[src/rtl/pcd8544_spi_rx.sv]
// PCD8544-style SPI responder: decodes the serial panel stream into commands and display-RAM writes.
// Define PCD8544_RX_ERR_EN to add the sticky err / err_code diagnostic outputs.
module pcd8544_spi_rx #(
  parameter int unsigned COLS        = 84,
  parameter int unsigned ROWS        = 6,
  parameter int unsigned SYNC_STAGES = 2
) (
  input  logic       clk,
  input  logic       rst_n,
  input  logic       rst_lcd,
  input  logic       sce,
  input  logic       dc,
  input  logic       mosi,
  input  logic       sck,
  output logic       byte_valid,
  output logic [7:0] byte_data,
  output logic       byte_dc,
  output logic       wr_en,
  output logic [8:0] wr_addr,
  output logic [7:0] wr_data,
  output logic [6:0] x_addr,
  output logic [2:0] y_addr,
  output logic       pd,
  output logic       v_mode,
  output logic       h_mode,
  output logic [1:0] disp_mode,
  output logic [6:0] vop,
  output logic       frame_done
`ifdef PCD8544_RX_ERR_EN
  ,
  output logic       err,
  output logic [1:0] err_code
`endif
);

  localparam int unsigned      SIG_W     = 5;
  localparam logic [SIG_W-1:0] SYNC_IDLE = 5'b11000;
  localparam logic [6:0]       X_LAST    = 7'(COLS - 1);
  localparam logic [2:0]       Y_LAST    = 3'(ROWS - 1);

  typedef enum logic [1:0] {IDLE, SHIFT, EXEC} state_e;

  // Synchronizer chain for {rst_lcd, sce, dc, mosi, sck}, reset to idle bus levels
  logic [SIG_W-1:0] sync_q [SYNC_STAGES];
  logic             sck_d;
  logic             rst_lcd_s, sce_s, dc_s, mosi_s, sck_s, sck_rise;

  always_ff @(posedge clk or negedge rst_n) begin
    if (!rst_n) begin
      for (int i = 0; i < int'(SYNC_STAGES); i++) sync_q[i] <= SYNC_IDLE;
      sck_d <= 1'b0;
    end else begin
      sync_q[0] <= {rst_lcd, sce, dc, mosi, sck};
      for (int i = 1; i < int'(SYNC_STAGES); i++) sync_q[i] <= sync_q[i-1];
      sck_d <= sck_s;
    end
  end

  assign {rst_lcd_s, sce_s, dc_s, mosi_s, sck_s} = sync_q[SYNC_STAGES-1];
  assign sck_rise = sck_s & ~sck_d;

  state_e     state_q, state_d;
  logic [2:0] cnt_q, cnt_d;
  logic [7:0] shreg_q, shreg_d;
  logic       dc_lat_q, dc_lat_d;
  logic       byte_valid_d, byte_dc_d, wr_en_d, frame_done_d;
  logic [7:0] byte_data_d, wr_data_d;
  logic [8:0] wr_addr_d;
  logic [6:0] x_d, vop_d;
  logic [2:0] y_d;
  logic       pd_d, v_d, h_d;
  logic [1:0] disp_d;

  always_ff @(posedge clk or negedge rst_n) begin
    if (!rst_n) begin
      state_q    <= IDLE;
      cnt_q      <= 3'd0;
      shreg_q    <= 8'd0;
      dc_lat_q   <= 1'b0;
      byte_valid <= 1'b0;
      byte_data  <= 8'd0;
      byte_dc    <= 1'b0;
      wr_en      <= 1'b0;
      wr_addr    <= 9'd0;
      wr_data    <= 8'd0;
      x_addr     <= 7'd0;
      y_addr     <= 3'd0;
      pd         <= 1'b1;
      v_mode     <= 1'b0;
      h_mode     <= 1'b0;
      disp_mode  <= 2'b00;
      vop        <= 7'd0;
      frame_done <= 1'b0;
    end else begin
      state_q    <= state_d;
      cnt_q      <= cnt_d;
      shreg_q    <= shreg_d;
      dc_lat_q   <= dc_lat_d;
      byte_valid <= byte_valid_d;
      byte_data  <= byte_data_d;
      byte_dc    <= byte_dc_d;
      wr_en      <= wr_en_d;
      wr_addr    <= wr_addr_d;
      wr_data    <= wr_data_d;
      x_addr     <= x_d;
      y_addr     <= y_d;
      pd         <= pd_d;
      v_mode     <= v_d;
      h_mode     <= h_d;
      disp_mode  <= disp_d;
      vop        <= vop_d;
      frame_done <= frame_done_d;
    end
  end

  // Next-state and output decode; panel reset acts as a synchronous clear
  always_comb begin
    state_d      = state_q;
    cnt_d        = cnt_q;
    shreg_d      = shreg_q;
    dc_lat_d     = dc_lat_q;
    byte_valid_d = 1'b0;
    wr_en_d      = 1'b0;
    frame_done_d = 1'b0;
    byte_data_d  = byte_data;
    byte_dc_d    = byte_dc;
    wr_addr_d    = wr_addr;
    wr_data_d    = wr_data;
    x_d          = x_addr;
    y_d          = y_addr;
    pd_d         = pd;
    v_d          = v_mode;
    h_d          = h_mode;
    disp_d       = disp_mode;
    vop_d        = vop;

    if (!rst_lcd_s) begin
      state_d     = IDLE;
      cnt_d       = 3'd0;
      byte_data_d = 8'd0;
      byte_dc_d   = 1'b0;
      wr_addr_d   = 9'd0;
      wr_data_d   = 8'd0;
      x_d         = 7'd0;
      y_d         = 3'd0;
      pd_d        = 1'b1;
      v_d         = 1'b0;
      h_d         = 1'b0;
      disp_d      = 2'b00;
      vop_d       = 7'd0;
    end else begin
      unique case (state_q)
        IDLE: begin
          cnt_d = 3'd0;
          if (!sce_s) state_d = SHIFT;
        end
        SHIFT: begin
          // A completing edge wins over a simultaneous chip-enable release
          if (sck_rise) begin
            shreg_d = {shreg_q[6:0], mosi_s};
            cnt_d   = cnt_q + 3'd1;
            if (cnt_q == 3'd7) begin
              dc_lat_d = dc_s;
              state_d  = EXEC;
            end
          end else if (sce_s) begin
            cnt_d   = 3'd0;
            state_d = IDLE;
          end
        end
        EXEC: begin
          state_d      = sce_s ? IDLE : SHIFT;
          byte_valid_d = 1'b1;
          byte_data_d  = shreg_q;
          byte_dc_d    = dc_lat_q;
          if (dc_lat_q) begin
            wr_en_d   = 1'b1;
            wr_addr_d = 9'(32'(y_addr) * COLS + 32'(x_addr));
            wr_data_d = shreg_q;
            if (!v_mode) begin
              if (x_addr == X_LAST) begin
                x_d = 7'd0;
                if (y_addr == Y_LAST) begin
                  y_d          = 3'd0;
                  frame_done_d = 1'b1;
                end else begin
                  y_d = y_addr + 3'd1;
                end
              end else begin
                x_d = x_addr + 7'd1;
              end
            end else begin
              if (y_addr == Y_LAST) begin
                y_d = 3'd0;
                if (x_addr == X_LAST) begin
                  x_d          = 7'd0;
                  frame_done_d = 1'b1;
                end else begin
                  x_d = x_addr + 7'd1;
                end
              end else begin
                y_d = y_addr + 3'd1;
              end
            end
          end else if (shreg_q[7:3] == 5'b00100) begin
            {pd_d, v_d, h_d} = shreg_q[2:0];
          end else if (!h_mode) begin
            if (shreg_q[7:3] == 5'b00001 && !shreg_q[1])
              disp_d = {shreg_q[2], shreg_q[0]};
            else if (shreg_q[7:3] == 5'b01000 && 32'(shreg_q[2:0]) < ROWS)
              y_d = shreg_q[2:0];
            else if (shreg_q[7] && 32'(shreg_q[6:0]) < COLS)
              x_d = shreg_q[6:0];
          end else if (shreg_q[7]) begin
            vop_d = shreg_q[6:0];
          end
        end
        default: state_d = IDLE;
      endcase
    end
  end

`ifdef PCD8544_RX_ERR_EN
  logic abort_ev, range_ev, undef_ev;

  // Error causes observed from the same state as the main decoder
  always_comb begin
    abort_ev = rst_lcd_s && state_q == SHIFT && !sck_rise && sce_s && cnt_q != 3'd0;
    range_ev = rst_lcd_s && state_q == EXEC && !dc_lat_q && !h_mode &&
               ((shreg_q[7:3] == 5'b01000 && 32'(shreg_q[2:0]) >= ROWS) ||
                (shreg_q[7] && 32'(shreg_q[6:0]) >= COLS));
    undef_ev = rst_lcd_s && state_q == EXEC && !dc_lat_q && h_mode && !shreg_q[7] &&
               shreg_q != 8'h00 && shreg_q[7:3] != 5'b00100;
  end

  always_ff @(posedge clk or negedge rst_n) begin
    if (!rst_n) begin
      err      <= 1'b0;
      err_code <= 2'b00;
    end else if (!rst_lcd_s) begin
      err      <= 1'b0;
      err_code <= 2'b00;
    end else if (abort_ev) begin
      err      <= 1'b1;
      err_code <= 2'b01;
    end else if (range_ev) begin
      err      <= 1'b1;
      err_code <= 2'b10;
    end else if (undef_ev) begin
      err      <= 1'b1;
      err_code <= 2'b11;
    end
  end
`endif

endmodule

[config.mk]
export PLATFORM = sky130hd
export DESIGN_NAME = pcd8544_spi_rx
export DESIGN_NICKNAME = d
export VERILOG_FILES = /design/src/rtl/pcd8544_spi_rx.sv
export SDC_FILE = /design/constraint.sdc
export NUM_CORES = 1
export LEC_CHECK = 0
export BUFFER_PORTS_ARGS = -buffer_cell sky130_fd_sc_hd__buf_2
export CAP_MARGIN = 15
export CORE_UTILIZATION = 41
export CTS_CLUSTER_DIAMETER = 40
export DETAILED_ROUTE_END_ITERATION = 8
export GPL_TIMING_DRIVEN = 0
export PLACE_DENSITY = 0.64
export SYNTH_ARGS = -nofsm -noshare
export SYNTH_HDL_FRONTEND = slang
export SYNTH_SLANG_ARGS = --single-unit
[constraint.sdc]
create_clock -name clk -period 2.45 [get_ports clk]
set_input_delay 0.49 -clock clk [delete_from_list [all_inputs] [get_ports clk]]
set_output_delay 0.49 -clock clk [all_outputs]
set_load 0.05 [all_outputs]
==> results.sh, run 1 <==
export IMPL_wirelength_um=8227
export IMPL_crit_required_ps=2710
export IMPL_synth_seq_cells=76
export IMPL_detail_route_antenna_nets=0
export IMPL_hold_viol=2
export IMPL_outcome="finished, violations left"
export IMPL_h_tree_depth=3
export IMPL_hpwl_um=5749
export IMPL_syn_num_nets=358
export IMPL_numCtsBuffers=9
export IMPL_clock_path_buffers=2
export IMPL_io_pins=58
export IMPL_multi_input_area_um2=1459
export IMPL_period_needed_ps=2289
export IMPL_synthesis_area_um2=3488
export IMPL_fmax_mhz=437.0
export IMPL_setup_tns_ps=0
export IMPL_synth_cell_type_count=56
export IMPL_synthFlopType="dfrtp_1"
export IMPL_antenna_found_initial=0
export IMPL_dieWidth_um=94.24
export IMPL_p_leak_uw=0.002077
export IMPL_worst_slew_pin_slew_ps=600.6
export IMPL_fp_dieArea_um2=8881
export IMPL_synthTopCellsByArea="dfrtp_1 51%, nand2_1 6.6%, ha_1 4.7%, dfstp_2 3.8%, a21oi_1 2.9%"
export IMPL_rsz0062_at_grt="false"
export IMPL_synth_top_area_cell="dfrtp_1"
export IMPL_diodes=0
export IMPL_cp_max_fo=10
export IMPL_num_rows=33
export IMPL_synth_edf_count=0
export IMPL_muxShareOfSynthArea=0.03121
export IMPL_min_period_over_period=0.9341
export IMPL_grt_pass1_vias=2594
export IMPL_whs_ps=-8.277
export IMPL_synth_avg_cell_area_um2=10.35
export IMPL_drc_errors=0
export IMPL_track_usage=0.2021
export IMPL_criticalPathCategory="flip-flop to flip-flop"
export IMPL_yosys_warnings=0
export IMPL_root_buffer="clkbuf_8"
export IMPL_synth_adder_area_share=0.05237
export IMPL_setup_viol_count_final=0
export IMPL_overflow=0
export IMPL_nNetsFinal=427
export IMPL_die_y_um=94.24
export IMPL_num_vias=2739
export IMPL_ys_seq_area_frac=0.5470
export IMPL_failed_checks="hold timing"
export IMPL_clock_skew_ps=12.69
export IMPL_start_util=0.4245
export IMPL_grt_first_pass_wirelength_um=13230
export IMPL_fin_ws_ps=161.4
export IMPL_synth_xor_area_frac=0.01758
export IMPL_power_density_nw_per_um2=709.3
export IMPL_regArea_um2=1909
export IMPL_ir_drop_v=0.0003421
export IMPL_dpl_worst_slack_ps=73.21
export IMPL_crit_path_start_kind="flip-flop"
export IMPL_layout_area_overhead_vs_synth_pct=19.19
export IMPL_via_per_inst=5.308
export IMPL_cts_reportedPaths_clkPinSlew_ps=90
export IMPL_max_slew_margin_rel=0.5996
export IMPL_grt_max_degree=58
export IMPL_synth_compound_area_frac=0.1524
export IMPL_wire_per_inst_um=15.94
export IMPL_endpoint_kind="flip-flop"
export IMPL_cts_num_sinks=76
export IMPL_min_path_type="input pin to asynchronous set/reset pin"
export IMPL_fillers=793
export IMPL_drtIter0Drc=176
export IMPL_place_congestion=0.8540
export IMPL_arrival_ps=2550
export IMPL_async_reset_ff_frac=1.000
export IMPL_detail_route_first_pass_iterations=4
export IMPL_drv_cap=0
export IMPL_synth_top_family_by_area="simple AND/OR/NAND/NOR gates"
export IMPL_cts_tree="done"
export IMPL_clk_latency_ps=370
export IMPL_slew_violations=0
export IMPL_synth_top_area_share=0.5093
export IMPL_hold_buffers=0
export IMPL_io_buffers=57
export IMPL_core_um2=8217
export IMPL_drive_above_1_share=0.2409
export IMPL_yosys_area_share_simple=0.1628
export IMPL_syn_inst=337
critical path, cell delays in order (launching register included):
cell and delay [ps]:
dfrtp_2 490, ha_1 220, ha_1 320, ha_1 340
a221oi_2 350, o21ai_1 140, xnor2_1 140, a22o_1 170
kinds of logic after synthesis:
group,after synthesis
and+or+nand+nor,119
buffers and inverters,28
muxes,10
DFF,76
AOI/OAI and AO/OA,83
adders and majority gates,14
xor gates and xnor gates,7
cell usage in the layout, fill, tap and decap left out, types with 6 or more instances in the layout:
cell type,n
dfrtp_1,70
buf_2,62
nand2_1,61
nor2_1,20
a21oi_1,20
o21ai_1,16
o21ai_0,14
ha_1,13
a22o_1,11
inv_1,10
clkbuf_8,9
clkbuf_1,8
mux2_1,7
nor2b_1,6
synthesized netlist by cell type, types with 3 or more instances:
library cell  instances
a21oi_1              20
a22o_1               11
a31oi_1               4
and3_1                3
buf_2                 6
clkbuf_1              7
dfrtp_1              71
dfstp_2               5
ha_1                 13
inv_1                10
mux2_1                7
mux2i_1               3
nand2_1              61
nand2b_1              4
nand3_1               4
nor2_1               20
nor2b_1               6
nor3_1                4
o21ai_0              14
o21ai_1              16
xnor2_1               4
xor2_1                3
where the power goes:
| group | leakage (µW) | switching [µW] | internal, µW |
|---|---|---|---|
| logic | 0.000953 | 340 | 153 |
| registers | 0.00101 | 67.8 | 1320 |
| clock network | 0.000111 | 493 | 576 |
per-layer routing:
| metal | wire, µm | vias to the layer above | track usage |
|---|---|---|---|
| li1 | - | 1312 | - |
| met1 | 3666 | 1343 | 0.2557 |
| met2 | 3965 | 67 | 0.3255 |
| met3 | 417 | 17 | 0.05421 |
| met4 | 178 | 0 | 0.08205 |
| met5 | 0 | - | 0 |
timing repair:
action                                  in CTS  in global routing
buffers inserted                             0                  0
resized for setup                            0                  1
endpoints found under the setup margin       0                  1
layout make-up:
| type | instances | area share |
|---|---|---|
| Inverter | 12 | 0.01083 |
| Timing Repair Buffer | 58 | 0.07583 |
| Buffer | 16 | 0.01986 |
| Clock buffer | 10 | 0.03070 |
| Tap cell | 105 | 0.03160 |
| Sequential cell | 76 | 0.4592 |
| Multi-Input combinational cell | 233 | 0.3509 |
| Clock inverter | 6 | 0.02107 |
final timing paths:
kind                                  startpoint                endpoint  slack [ps]  depth (start not counted)
setup / recovery           y_addr[0]$_DFFE_PN0P_  wr_addr[8]$_DFFE_PN0P_         160                          7
hold / removal                             rst_n   x_addr[4]$_DFFE_PN0P_          -8                          1
setup reg to reg           y_addr[0]$_DFFE_PN0P_  wr_addr[8]$_DFFE_PN0P_         160                          7
hold reg to reg              sync_q[7]$_DFF_PN0_          dc_s$_DFF_PN0_         350                          0
max in group asynchronous                  rst_n     sync_q[9]$_DFF_PN1_        1840                          2
min in group clk                             sce     sync_q[8]$_DFF_PN1_         220                          1
registers in the layout, indices dropped and copies added, names as in the netlist, 2 cells and up:
| register | count |
|---|---|
| vop | 7 |
| y_addr | 3 |
| shreg_q | 8 |
| cnt_q | 3 |
| sync_q | 5 |
| wr_addr | 9 |
| byte_data | 8 |
| x_addr | 7 |
| state_q | 2 |
| wr_data | 8 |
| disp_mode | 2 |
stage by stage:
stage | util | instances | hold slack [ps] | total power [µW] | area, µm²
floorplan | - | 337 | 194.4 | 1739 | 3490
global placement | 0.4754 | 499 | 334.7 | 1886 | 3906
detailed placement | 0.4791 | 500 | 335.5 | 1904 | 3936
CTS | 0.5053 | 516 | 8.172 | 2968 | 4151
global route | 0.5060 | 516 | 3.620 | 3086 | 4158
finish | 0.5060 | 516 | -8.277 | 2949 | 4158
(Power assumes the default switching activity.)
==> run 2, diff against run 1 <==
--- a/config.mk
+++ b/config.mk
@@ -12,6 +12,7 @@
 export DETAILED_ROUTE_END_ITERATION = 8
 export GPL_TIMING_DRIVEN = 0
 export PLACE_DENSITY = 0.64
+export SETUP_SLACK_MARGIN = 0.3
 export SYNTH_ARGS = -nofsm -noshare
 export SYNTH_HDL_FRONTEND = slang
 export SYNTH_SLANG_ARGS = --single-unit
==> results.sh, run 2 (synthesis gave the netlist of run 1 again) <==
export IMPL_nNetsFinal=432
export IMPL_worst_slew_pin_slew_ps=559.9
export IMPL_core_um2=8217
export IMPL_power_density_nw_per_um2=675.7
export IMPL_overflow=0
export IMPL_io_buffers=57
export IMPL_detail_route_antenna_nets=0
export IMPL_rsz0062_at_grt="false"
export IMPL_critPathBufInv=0
export IMPL_drc_errors=0
export IMPL_cp_startpoint="y_addr[0]$_DFFE_PN0P_"
export IMPL_track_usage=0.1951
export IMPL_endpoint_kind="flip-flop"
export IMPL_io_pins=58
export IMPL_root_buffer="clkbuf_8"
export IMPL_criticalPathCategory="flip-flop to flip-flop"
export IMPL_num_rows=33
export IMPL_clock_path_buffers=2
export IMPL_setup_viol_count_final=0
export IMPL_arrival_ps=2330
export IMPL_cpPeakStageDelay_ps=450
export IMPL_min_path_type="input pin to asynchronous set/reset pin"
export IMPL_final_common_cell="dfrtp_1"
export IMPL_grt_max_degree=44
export IMPL_power_frac_clock=0.330
export IMPL_cp_cell_sequence="ha_2 > ha_4 > ha_1 > a221oi_2 > o21ai_1 > xnor2_1 > a22o_1"
export IMPL_power_frac_comb=0.183
export IMPL_slowest_stage="dfrtp_2"
export IMPL_layout_area_overhead_vs_synth_pct=20.19
export IMPL_p_leak_uw=0.002083
export IMPL_switchingPower_uw=874.4
export IMPL_drtIter0Drc=160
export IMPL_pwr_share_seq=0.488
export IMPL_cp_max_fo=5
export IMPL_cts_num_sinks=76
export IMPL_die_y_um=94.24
export IMPL_drive_above_1_share=0.2620
export IMPL_fmax_mhz=478.4
export IMPL_period_needed_ps=2090
export IMPL_grt_pass1_vias=2656
export IMPL_fillers=781
export IMPL_r2r_start="y_addr[0]$_DFFE_PN0P_"
export IMPL_regMostFlops="wr_addr"
export IMPL_clock_skew_ps=4.766
export IMPL_detail_route_first_pass_iterations=4
export IMPL_p_int_uw=1959
export IMPL_switching_share=0.3087
export IMPL_fin_ws_ps=359.8
export IMPL_min_period_over_period=0.8531
export IMPL_crit_required_ps=2690
export IMPL_hpwl_um=5686
export IMPL_placed_area_um2=3964
export IMPL_max_slew_margin_rel=0.6267
export IMPL_power_uw=2833
export IMPL_diodes=0
export IMPL_final_cell_mix="69 x dfrtp_1, 62 x buf_2, 61 x nand2_1, 20 x nor2_1, 20 x a21oi_1"
export IMPL_cts_reportedPaths_clkPinSlew_ps=80
export IMPL_outcome="complete, no violations"
export IMPL_dieWidth_um=94.24
export IMPL_fp_dieArea_um2=8881
export IMPL_antenna_found_initial=0
export IMPL_wirelength_um=8020
export IMPL_clk_latency_ps=340
export IMPL_h_tree_depth=3
export IMPL_critical_path_top_delay_family="adder cells"
export IMPL_setup_tns_ps=0
export IMPL_largest_reg_flops=9
export IMPL_crit_path_start_kind="flip-flop"
export IMPL_num_vias=2710
export IMPL_slew_violations=0
export IMPL_numCtsBuffers=9
export IMPL_grt_first_pass_wirelength_um=13110
export IMPL_dpl_worst_slack_ps=327.5
export IMPL_place_congestion=0.7991
export IMPL_drv_cap=0
export IMPL_hold_viol=0
export IMPL_cts_tree="done"
export IMPL_start_util=0.4245
export IMPL_via_per_inst=5.202
export IMPL_ir_drop_v=0.0003104
export IMPL_wire_per_inst_um=15.39
export IMPL_final_area_um2=4193
run 2: final cells by class:
cell class | instances | area [µm²] | area share
clock inverter | 7 | 67.56 | 0.01611
buffer | 16 | 82.58 | 0.01970
multi-input combinational | 233 | 1486 | 0.3545
sequential | 76 | 1911 | 0.4557
timing repair buffer | 63 | 345.3 | 0.08236
clock buffer | 9 | 123.9 | 0.02954
tap | 105 | 131.4 | 0.03133
inverter | 12 | 45.04 | 0.01074
run 2: repair_timing:
action | in CTS | in global routing
gates resized for setup | 0 | 0
buffers inserted | 0 | 5
hold buffers | 0 | 0
setup endpoints to repair | 0 | 2
run 2: worst register-to-register path: stages, from the launching register on:
cell and delay [ps]:
dfrtp_2 450, ha_2 210, ha_4 290, ha_1 250
a221oi_2 320, o21ai_1 150, xnor2_1 140, a22o_1 180
run 2: stage by stage:
| stage | utilization | cells | hold WS (ps) |
|---|---|---|---|
| final | 0.5103 | 521 | 83.46 |
| after global routing | 0.5103 | 521 | 107.9 |
| after CTS | 0.5057 | 516 | 92.77 |
| after detailed placement | 0.4824 | 500 | 334.7 |
| after global placement | 0.4797 | 499 | 333.6 |
| after floorplan | - | 337 | 194.4 |
run 2: path summary, 6_finish.rpt:
kind	to	slack, ps	depth (start not counted)
setup reg to reg	wr_addr[8]$_DFFE_PN0P_	360	7
max in group asynchronous	y_addr[2]$_DFFE_PN0P_	1770	2
setup / recovery	wr_addr[8]$_DFFE_PN0P_	360	7
hold reg to reg	mosi_s$_DFF_PN0_	350	0
hold / removal	wr_addr[0]$_DFFE_PN0P_	80	1
min in group clk	sync_q[9]$_DFF_PN1_	240	1
run 2: power groups by stage:
stage          clock network (µW)  logic [µW]  registers, µW
2_1_floorplan                   0         231           1520
3_3_place_gp                    0         486           1410
4_1_cts                       959         500           1390
5_1_grt                      1020         567           1390
3_5_place_dp                    0         498           1410
6_report                      934         517           1380
run 2: layer usage:
metal	wire, µm	up-vias	GRT usage
met5	0	-	0
met4	110	0	0.07692
met3	353	13	0.04288
met2	3867	77	0.3122
met1	3687	1306	0.2558
li1	-	1314	-
==> run 3, diff against run 2 <==
--- a/config.mk
+++ b/config.mk
@@ -7,11 +7,11 @@
 export LEC_CHECK = 0
 export BUFFER_PORTS_ARGS = -buffer_cell sky130_fd_sc_hd__buf_2
 export CAP_MARGIN = 15
-export CORE_UTILIZATION = 41
+export CORE_UTILIZATION = 45
 export CTS_CLUSTER_DIAMETER = 40
 export DETAILED_ROUTE_END_ITERATION = 8
 export GPL_TIMING_DRIVEN = 0
-export PLACE_DENSITY = 0.64
+export PLACE_DENSITY = 0.69
 export SETUP_SLACK_MARGIN = 0.3
 export SYNTH_ARGS = -nofsm -noshare
 export SYNTH_HDL_FRONTEND = slang
==> results.sh, run 3 (synthesis gave the netlist of run 1 again) <==
export IMPL_detail_route_antenna_nets=0
export IMPL_grt_pass1_vias=2737
export IMPL_setup_viol_count_final=0
export IMPL_diodes=0
export IMPL_switchingPower_uw=918.8
export IMPL_max_slew_margin_rel=0.5895
export IMPL_root_buffer="clkbuf_8"
export IMPL_hold_viol=0
export IMPL_layout_area_overhead_vs_synth_pct=20.12
export IMPL_fillers=674
export IMPL_arrival_ps=2270
export IMPL_num_rows=31
export IMPL_hpwl_um=5619
export IMPL_num_vias=2723
export IMPL_power_density_nw_per_um2=669.2
export IMPL_crit_required_ps=2690
export IMPL_largest_reg_flops=9
export IMPL_ff2ff_setup_slack_ps=410
export IMPL_critical_path_top_delay_family="adder cells"
export IMPL_cpPeakStageDelay_ps=430
export IMPL_via_per_inst=5.287
export IMPL_hold_buffers=0
export IMPL_fp_dieArea_um2=8108
export IMPL_slew_violations=0
export IMPL_cts_tree="done"
export IMPL_pwr_share_seq=0.492
export IMPL_reg2regPathDepth=7
export IMPL_cp_cell_sequence="ha_2 > ha_1 > nor2b_1 > a221oi_2 > o21ai_1 > xnor2_1 > a22o_1"
export IMPL_overflow=0
export IMPL_h_tree_depth=3
export IMPL_rsz0062_at_grt="false"
export IMPL_start_util=0.4733
export IMPL_final_common_cell="dfrtp_1"
export IMPL_regArea_um2=1911
export IMPL_final_cell_mix="69 x dfrtp_1, 62 x buf_2, 61 x nand2_1, 20 x nor2_1, 20 x a21oi_1"
export IMPL_met3_usage=0.03299
export IMPL_cts_reportedPaths_clkPinSlew_ps=90
export IMPL_power_frac_comb=0.186
export IMPL_criticalPathCategory="flip-flop to flip-flop"
export IMPL_cp_max_fo=3
export IMPL_core_um2=7370
export IMPL_drv_cap=0
export IMPL_period_needed_ps=2038
export IMPL_crit_path_start_kind="flip-flop"
export IMPL_regMostFlops="wr_addr"
export IMPL_grt_busiest_layer="met2"
export IMPL_endpoint_kind="flip-flop"
export IMPL_ctsResizeCount=0
export IMPL_drc_errors=0
export IMPL_ir_drop_v=0.0003449
export IMPL_p_leak_uw=0.002078
export IMPL_dieWidth_um=90.05
export IMPL_power_frac_clock=0.322
export IMPL_min_period_over_period=0.8317
export IMPL_setup_tns_ps=0
export IMPL_cts_num_sinks=76
export IMPL_met1_usage=0.2749
export IMPL_nNetsFinal=432
export IMPL_clk_latency_ps=350
export IMPL_io_buffers=57
export IMPL_detail_route_first_pass_iterations=5
export IMPL_worst_slew_pin_slew_ps=615.8
export IMPL_place_congestion=0.8378
export IMPL_grt_first_pass_wirelength_um=13340
export IMPL_drive_above_1_share=0.2620
export IMPL_met2_usage=0.3365
export IMPL_numCtsBuffers=9
export IMPL_p_int_uw=1885
export IMPL_wirelength_um=7697
export IMPL_fin_ws_ps=412.4
export IMPL_drtIter0Drc=137
export IMPL_io_pins=58
export IMPL_outcome="complete, no violations"
export IMPL_min_path_type="input pin to asynchronous set/reset pin"
export IMPL_r2r_end="wr_addr[8]$_DFFE_PN0P_"
export IMPL_die_y_um=90.05
export IMPL_fmax_mhz=490.8
export IMPL_critPathBufInv=0
export IMPL_antenna_found_initial=0
export IMPL_slowest_stage="dfrtp_2"
export IMPL_multi_input_area_um2=1486
export IMPL_r2r_start="y_addr[0]$_DFFE_PN0P_"
export IMPL_clock_path_buffers=2
export IMPL_clock_skew_ps=10.25
export IMPL_dpl_worst_slack_ps=303.8
export IMPL_switching_share=0.3277
export IMPL_power_uw=2804
export IMPL_track_usage=0.2070
export IMPL_grt_max_degree=50
export IMPL_wire_per_inst_um=14.95
## run 3: cell types whose count changed in the layout (fill, tap and decap cells not counted)
| cell | before | now |
|---|---|---|
| clkinv_2 | 4 | 0 |
| inv_6 | 0 | 2 |
| inv_8 | 0 | 2 |
| buf_12 | 1 | 0 |
| buf_16 | 0 | 1 |
| bufinv_16 | 1 | 0 |
| clkinvlp_4 | 0 | 1 |
## run 3: worst reg2reg max path: stages (launching register included)
cell and delay (ps):
dfrtp_2 430, ha_2 300, ha_1 310, nor2b_1 170, a221oi_2 270, o21ai_1 120, xnor2_1 150, a22o_1 180
## run 3: final cells by class
cell class / count / area share
well taps: 99 / 0.02956
clock buffers: 9 / 0.02956
plain buffers: 16 / 0.01971
flip-flops and latches: 76 / 0.4560
clock inverters: 7 / 0.01553
inverters: 12 / 0.01075
repair buffers: 63 / 0.08420
multi-input cells: 233 / 0.3547
## run 3: power by group through the flow
| stage | Clock (µW) | Combinational, µW | Sequential (µW) |
|---|---|---|---|
| floorplan | 0 | 231 | 1520 |
| global placement | 0 | 489 | 1410 |
| detailed placement | 0 | 500 | 1410 |
| CTS | 930 | 515 | 1380 |
| global route | 981 | 568 | 1390 |
| finish | 903 | 522 | 1380 |
## run 3: through the flow
stage | util | cell area [µm²] | cells | hold slack [ps]
6_report | 0.5686 | 4190 | 515 | 48.64
5_1_grt | 0.5686 | 4190 | 515 | 73.51
4_1_cts | 0.5655 | 4168 | 512 | 50.72
3_5_place_dp | 0.5379 | 3964 | 494 | 336.3
3_3_place_gp | 0.5338 | 3934 | 493 | 332.7
2_1_floorplan | - | 3525 | 337 | 194.4
## run 3: worst max-delay path by stage
stage	from	to	slack [ps]	depth (start not counted)
6_report	y_addr[0]$_DFFE_PN0P_	wr_addr[8]$_DFFE_PN0P_	410	7
3_3_place_gp	rst_n	y_addr[2]$_DFFE_PN0P_	300	1
3_5_place_dp	y_addr[0]$_DFFE_PN0P_	wr_addr[8]$_DFFE_PN0P_	300	7
4_1_cts	y_addr[2]$_DFFE_PN0P_	wr_addr[8]$_DFFE_PN0P_	320	7
2_1_floorplan	y_addr[0]$_DFFE_PN0P_	wr_addr[8]$_DFFE_PN0P_	300	7
5_1_grt	y_addr[0]$_DFFE_PN0P_	wr_addr[7]$_DFFE_PN0P_	310	8
## run 3: per-layer routing
| metal | share of wire | vias to the layer above |
|---|---|---|
| li1 | - | 1311 |
| met1 | 0.44 | 1309 |
| met4 | 0.016 | 0 |
| met3 | 0.055 | 12 |
| met2 | 0.48 | 91 |
| met5 | 0 | - |
## run 3: timing repair
item | 4_1_cts | 5_1_grt
endpoints found under the setup margin | 1 | 2
buffers inserted | 2 | 3
cloned | 0 | 0
pin swaps | 0 | 1
